===== config.mk =====
export PLATFORM = sky130hd
export DESIGN_NAME = hazard_scoreboard
export DESIGN_NICKNAME = d
export VERILOG_FILES = /design/src/rtl/hazard_scoreboard.sv
export SDC_FILE = /design/constraint.sdc
export NUM_CORES = 1
export LEC_CHECK = 0
export ABC_AREA = 1
export CORE_ASPECT_RATIO = 1.25
export CORE_UTILIZATION = 45
export CTS_CLUSTER_DIAMETER = 50
export CTS_CLUSTER_SIZE = 40
export DETAILED_ROUTE_END_ITERATION = 16
export PLACE_DENSITY_LB_ADDON = 0.05
export SLEW_MARGIN = 5
export SYNTH_ARGS = -nofsm -noshare
export SYNTH_HDL_FRONTEND = slang
export SYNTH_SLANG_ARGS = --single-unit

===== constraint.sdc =====
create_clock -name clk -period 1.35 [get_ports clk]
set_input_delay 0.135 -clock clk [delete_from_list [all_inputs] [get_ports clk]]
set_output_delay 0.135 -clock clk [all_outputs]
set_load 0.05 [all_outputs]

===== src/rtl/hazard_scoreboard.sv =====
// hazard_scoreboard: tracks in-flight destination writes and resolves source operands
// to a forwarding slot, or stalls issue until the producing result is forwardable.
module hazard_scoreboard #(
  parameter int NUM_REGS       = 32,
  parameter int NUM_READ_PORTS = 2,
  parameter int DEPTH          = 3,
  parameter int FLUSH_SLOTS    = 1,
  parameter int CNT_W          = 8,
  localparam int AW = $clog2(NUM_REGS),
  localparam int SW = $clog2(DEPTH + 1)
) (
  input  logic                         clk,
  input  logic                         rst_n,
  input  logic                         advance,
  input  logic                         flush,
  input  logic                         issue_valid,
  output logic                         issue_ready,
  input  logic                         issue_we,
  input  logic [AW-1:0]                issue_rd,
  input  logic [SW-1:0]                issue_ready_at,
  input  logic [NUM_READ_PORTS-1:0]    src_use,
  input  logic [NUM_READ_PORTS*AW-1:0] src_addr,
  output logic [NUM_READ_PORTS*SW-1:0] fwd_sel,
  output logic                         stall,
  output logic [NUM_REGS-1:0]          pending,
  output logic [CNT_W-1:0]             stall_cycles
);
  localparam logic [SW-1:0] DS = SW'(DEPTH);
  logic [DEPTH-1:0] valid_q, valid_d;
  logic [AW-1:0] rd_q [DEPTH];
  logic [AW-1:0] rd_d [DEPTH];
  logic [SW-1:0] rat_q [DEPTH];
  logic [SW-1:0] rat_d [DEPTH];
  logic [CNT_W-1:0] cnt_q, cnt_d;
  logic [NUM_READ_PORTS-1:0] hz;
  logic [SW-1:0] rat_in;
  assign rat_in = (issue_ready_at == '0 || issue_ready_at > DS) ? DS : issue_ready_at;
  assign stall = issue_valid && |hz;
  assign issue_ready = advance && !stall && !flush;
  assign stall_cycles = cnt_q;
  // Scan oldest to youngest so the youngest matching slot decides.
  always_comb begin
    fwd_sel = {NUM_READ_PORTS{DS}};
    hz = '0;
    for (int p = 0; p < NUM_READ_PORTS; p++)
      for (int k = DEPTH - 1; k >= 0; k--)
        if (src_use[p] && src_addr[p*AW +: AW] != '0 && valid_q[k] && rd_q[k] == src_addr[p*AW +: AW]) begin
          fwd_sel[p*SW +: SW] = SW'(k) >= rat_q[k] ? SW'(k) : DS;
          hz[p] = SW'(k) < rat_q[k];
        end
  end
  always_comb begin
    pending = '0;
    for (int k = 0; k < DEPTH; k++)
      if (valid_q[k]) pending[rd_q[k]] = 1'b1;
  end
  always_comb begin
    valid_d = valid_q;
    rd_d = rd_q;
    rat_d = rat_q;
    if (advance) begin
      for (int i = DEPTH - 1; i > 0; i--) begin
        valid_d[i] = valid_q[i-1];
        rd_d[i] = rd_q[i-1];
        rat_d[i] = rat_q[i-1];
      end
      valid_d[0] = issue_valid && issue_ready && issue_we && issue_rd != '0;
      rd_d[0] = issue_rd;
      rat_d[0] = rat_in;
    end
    if (flush)
      for (int i = 0; i < FLUSH_SLOTS; i++) valid_d[i] = 1'b0;
    cnt_d = stall ? (&cnt_q ? cnt_q : cnt_q + 1'b1) : '0;
  end
  always_ff @(posedge clk or negedge rst_n)
    if (!rst_n) begin
      valid_q <= '0;
      rd_q <= '{default: '0};
      rat_q <= '{default: '0};
      cnt_q <= '0;
    end else begin
      valid_q <= valid_d;
      rd_q <= rd_d;
      rat_q <= rat_d;
      cnt_q <= cnt_d;
    end
endmodule


==> run_results.csv, run 1 <==
group,metric,value,unit
logic_synthesis,syn_nets,492,
cts,clockBufferDepth,2,
placed_design,pre_cts_slack,-0.728,ns
logic_synthesis,synth_top_area_share,28.8,%
logic_synthesis,synth_top_area_cell,"dfrtp_1",
status,tool.error,"[ERROR DPL-0038] Utilization greater than 100%, impossible to legalize",
status,haltStage,"5_1_grt",
logic_synthesis,synth-seq-cells,32,
logic_synthesis,synth_area,0.00278,sq mm
global_route,grt_max_degree,36,
timing,grt-worst-endpoint,"issue_ready",
floorplanning,die_x,72.3,um
floorplanning,die_y,89.9,um
cts,numCtsBuffers,5,
floorplanning,rows,31,
logic_synthesis,synth_most_common_cell,"nand2_1",
logic_synthesis,postSynth.asyncResetShare,100,%
logic_synthesis,syn_area_per_cell,5.97,sq um
logic_synthesis,ys_types,31,
cts,root_buffer,"clkbuf_8",
logic_synthesis,synth_commonest_cells,"199 x nand2_1, 44 x nand3_1, 37 x nor3_1",
placed_design,port_buffers,70,
logic_synthesis,synth.area.top_cells,"dfrtp_1 29%, nand2_1 27%, nand3_1 7.9%, nor3_1 6.7%, o21ai_0 4.0%",
floorplanning,initial_core_util,47.2,%
timing,endpoint_type,"top-level output",
cts,cts_hold_buf,0,
logic_synthesis,yosys_warnings,0,
cts,cts_num_sinks,32,
floorplanning,num_io_pins,71,
cts,h-tree-depth,2,
logic_synthesis,synth_top_flop_cell,"dfrtp_1",
logic_synthesis,synth_cells,466,
logic_synthesis,yosysSeqAreaShare,28.8,%
status,status,"did not finish",
placed_design,gp_congestion,0.966,
placed_design,dpl.hpwl,8680,um
logic_synthesis,synth_edf_count,0,
placed_design,placedCellCount,708,
timing repair:
item | in CTS
resized for setup | 123
endpoints found under the setup margin | 47
buffers inserted | 20
pin swaps | 55
cells by family after synthesis:
family / count (synthesis) / share of synthesized area (%)
and+or+nand+nor: 331 / 51.5
DFF: 32 / 28.8
adders and majority gates: 1 / 0.450
AOI/OAI and AO/OA: 37 / 7.19
buffers and inverters: 54 / 8.63
xor gates and xnor gates: 11 / 3.46
per-stage QoR:
step                cell area (sq um)  hold WS [ns]
CTS                              5560        0.0682
detailed placement               4950         0.396
global placement                 4950         0.390
floorplan                        3000        -0.161
==> run 2, diff against run 1 <==
- CORE_ASPECT_RATIO: 1.25 -> default
- CORE_UTILIZATION: 45 -> 35
- CTS_CLUSTER_DIAMETER: 50 -> default
- CTS_CLUSTER_SIZE: 40 -> default
- PLACE_DENSITY_LB_ADDON: 0.05 -> 0.15
- clock period: 1.35 -> 1.8 ns (I/O delays scaled with it)
==> run 2 against run 1 <==
Against the previous run: the flow now finishes, with violations (setup timing); synthesized cell count did not move; area after synthesis is the same.
==> run_results.csv, run 2 <==
group,metric,value,unit
setup_path,endpoint_kind,"output port",
logic_synthesis,synth_edf_count,0,
setup_path,cpLargestDelayFamily,"simple AND/OR/NAND/NOR gates",
route,via_per_inst,5.36,
floorplanning,initial_core_util,36.0,%
finish,largest_register_ffs,15,
timing,final_hold_viol_count,0,
route,drc,0,
timing,rsz0062_at_grt,"yes",
setup_path,criticalPathCategory,"reg2out",
cts,path_clk_slew,0.07,ns
route,drtAntennaViolNets,0,
logic_synthesis,syn_nets,492,
logic_synthesis,yosys_warnings,0,
logic_synthesis,synth-xor-area-share,3.46,%
logic_synthesis,synth_top_area_share,28.8,%
finish,largest-register,"rd_q",
logic_synthesis,ys_types,31,
logic_synthesis,yosysSeqAreaShare,28.8,%
status,failed_checks,"setup timing",
setup_path,cp_num_buf_inv,3,
logic_synthesis,synth_top_flop_cell,"dfrtp_1",
setup_path,cp_data_arrival_time,1.96,ns
route,wl,11900,um
cts,cts_num_sinks,32,
global_route,grt_pass1_wl,18800,um
setup_path,slowest_stage,"dfrtp_2",
floorplanning,die_y,91.2,um
floorplanning,rows,32,
logic_synthesis,synth_fa_ha_area_share,0.450,%
cts,cts_tree,"done",
timing,fmax,468,MHz
timing,fin_worst_skew,0.00625,ns
logic_synthesis,synth_area,0.00278,sq mm
placed_design,placed_cell_area,0.00458,sq mm
cts,h-tree-depth,2,
finish,multiInputGateArea,0.00233,sq mm
finish,final_cell_mix,"158 x nand2_1, 80 x buf_4, 38 x buf_12",
finish,syn_to_final_growth,95.6,%
power_and_ir_drop,finalPower,2.47,mW
logic_synthesis,postSynth.asyncResetShare,100,%
setup_path,crit_path_max_incr_delay,0.49,ns
logic_synthesis,synth_mux_area_share,0,%
logic_synthesis,synth.area.top_cells,"dfrtp_1 29%, nand2_1 27%, nand3_1 7.9%, nor3_1 6.7%, o21ai_0 4.0%",
finish,final_common_cell,"nand2_1",
route,avgRoutedWirePerCell,16.2,um
floorplanning,die-area,0.00831,sq mm
logic_synthesis,synth-seq-cells,32,
setup_path,cp_cell_sequence,"xor2_1 -> nor3_2 -> nand3_1 -> nand2_2 -> inv_2 -> nand2_2 -> nand3_4 -> nand2_4 -> inv_8 -> nor2_4 -> buf_12",
power_and_ir_drop,leakage,2.68,nW
route,drt_iter0_markers,300,
cts,clk-insertion-delay-late,0.28,ns
setup_path,critical_path_required,1.62,ns
timing,setup_violations,38,
timing,drv_slew,0,
placed_design,pre_cts_slack,-0.389,ns
placed_design,gp_congestion,0.909,
timing,slew_headroom,66.4,%
power_and_ir_drop,powerDensity,454,mW/mm^2
finish,drive_gt1_share,47.9,%
finish,final_area,0.00544,sq mm
floorplanning,coreArea,0.00773,sq mm
logic_synthesis,synth_top_area_cell,"dfrtp_1",
setup_path,cp-start-kind,"flop",
logic_synthesis,synth_commonest_cells,"199 x nand2_1, 44 x nand3_1, 37 x nor3_1",
global_route,grt_pass1_vias,3893,
logic_synthesis,syn_area_per_cell,5.97,sq um
timing,finalCritPeriodShare,119,%
finish,final-seq-area,813,sq um
placed_design,port_buffers,70,
status,status,"finished, violations left",
logic_synthesis,synth_cells,466,
timing,final.setup.worst_slack,-0.336,ns
floorplanning,num_io_pins,71,
global_route,grt_antenna_before_repair,0,
logic_synthesis,synth_most_common_cell,"nand2_1",
cts,numCtsBuffers,5,
cts,root_buffer,"clkbuf_8",
global_route,grt_use_total,28.7,%
min_path,hold_path.class,"in2async",
finish,num_antenna_cells,0,
floorplanning,die_x,91.2,um
timing,period_needed,2.14,ns
route,detail_route.first_pass.iterations,5,
global_route,globalRouteOverflowTotal,0,
job,max-cap-violations,0,
timing,tightest_slew,0.502,ns
setup_path,cp_max_fo,4,
power_and_ir_drop,irDropWorstVdd,388,uV
finish,fill_cells,592,
finish,nets,656,
cts,clockBufferDepth,2,
setup_path,cpMostUsedCell,"nand2_2",
logic_synthesis,synth_compound_area_share,7.19,%
logic_synthesis,synth_top_family_by_area,"simple AND/OR/NAND/NOR gates",
cts,cts_hold_buf,0,
placed_design,dpl.hpwl,8380,um
logic_synthesis,synthSimpleGateAreaFrac,51.5,%
global_route,grt_max_degree,43,
route,vias,3931,
run 2: cell type report:
cell class / count / area share, %
clock buffers: 7 / 1.59
clock inverters: 1 / 0.138
inverters: 41 / 3.13
multi-input cells: 380 / 42.8
flip-flops and latches: 32 / 14.9
well taps: 102 / 2.34
repair buffers: 170 / 35.0
run 2: cells by family (layout without fill, tap and decap cells):
family                     after synthesis  in the layout
AOI/OAI and AO/OA                       37             37
xor gates and xnor gates                11             11
adders and majority gates                1              1
buffers and inverters                   54            219
DFF                                     32             32
and+or+nand+nor                        331            331
run 2: path summary, 6_finish.rpt:
path | startpoint | endpoint | slack [ns] | cells after the start
setup / recovery | rd_q[9] | issue_ready | -0.34 | 11
hold / removal | rst_n | rat_q[1] | 0.29 | 2
setup reg to reg | rd_q[9] | valid_q[0] | 0.01 | 11
hold reg to reg | rat_q[2] | rat_q[2] | 0.47 | 2
max in group asynchronous | rst_n | stall_cycles[1] | 1.17 | 2
min in group clk | issue_ready_at[0] | rat_q[4] | 0.46 | 3
run 2: what timing repair did:
action	in CTS	in global routing
endpoints found under the setup margin	47	47
pin swaps	47	40
setup buffers	15	9
resized for setup	130	53
endpoints found under the hold margin	0	0
run 2: metrics by stage:
stage	hold slack (ns)	TNS, ns	utilization [%]	std cells
after floorplan	-0.116	-0.0249	-	466
after global placement	0.457	-3.54	59.2	711
after detailed placement	0.460	-3.90	59.2	711
after CTS	0.299	-1.96	67.8	730
after global routing	0.350	-8.73	70.4	733
final	0.294	-5.24	70.4	733
run 2: metal layers:
| metal | global-route usage, % | up-vias | part of all wire [%] |
|---|---|---|---|
| met4 | 12.0 | 0 | 2.9 |
| met3 | 4.77 | 41 | 8.2 |
| met5 | 0 | - | 0 |
| met1 | 37.0 | 1838 | 42 |
| li1 | - | 1836 | - |
| met2 | 47.2 | 216 | 47 |
run 2: power by group:
group,internal [mW],switching (mW)
logic,0.446,0.579
registers,0.779,0.0798
clock network,0.311,0.276
run 2: worst register-to-register path, stage by stage (launching register included):
cell and delay [ns]:
dfrtp_2 0.49, xor2_1 0.18, nor3_2 0.22, buf_4 0.14, nand2_2 0.06, nand2_1 0.07
nand2_2 0.07, nand3_4 0.09, nand2_4 0.07, buf_4 0.18, nand3_2 0.06, nand2_1 0.05
No activity file was read; power rests on OpenSTA's default activity.
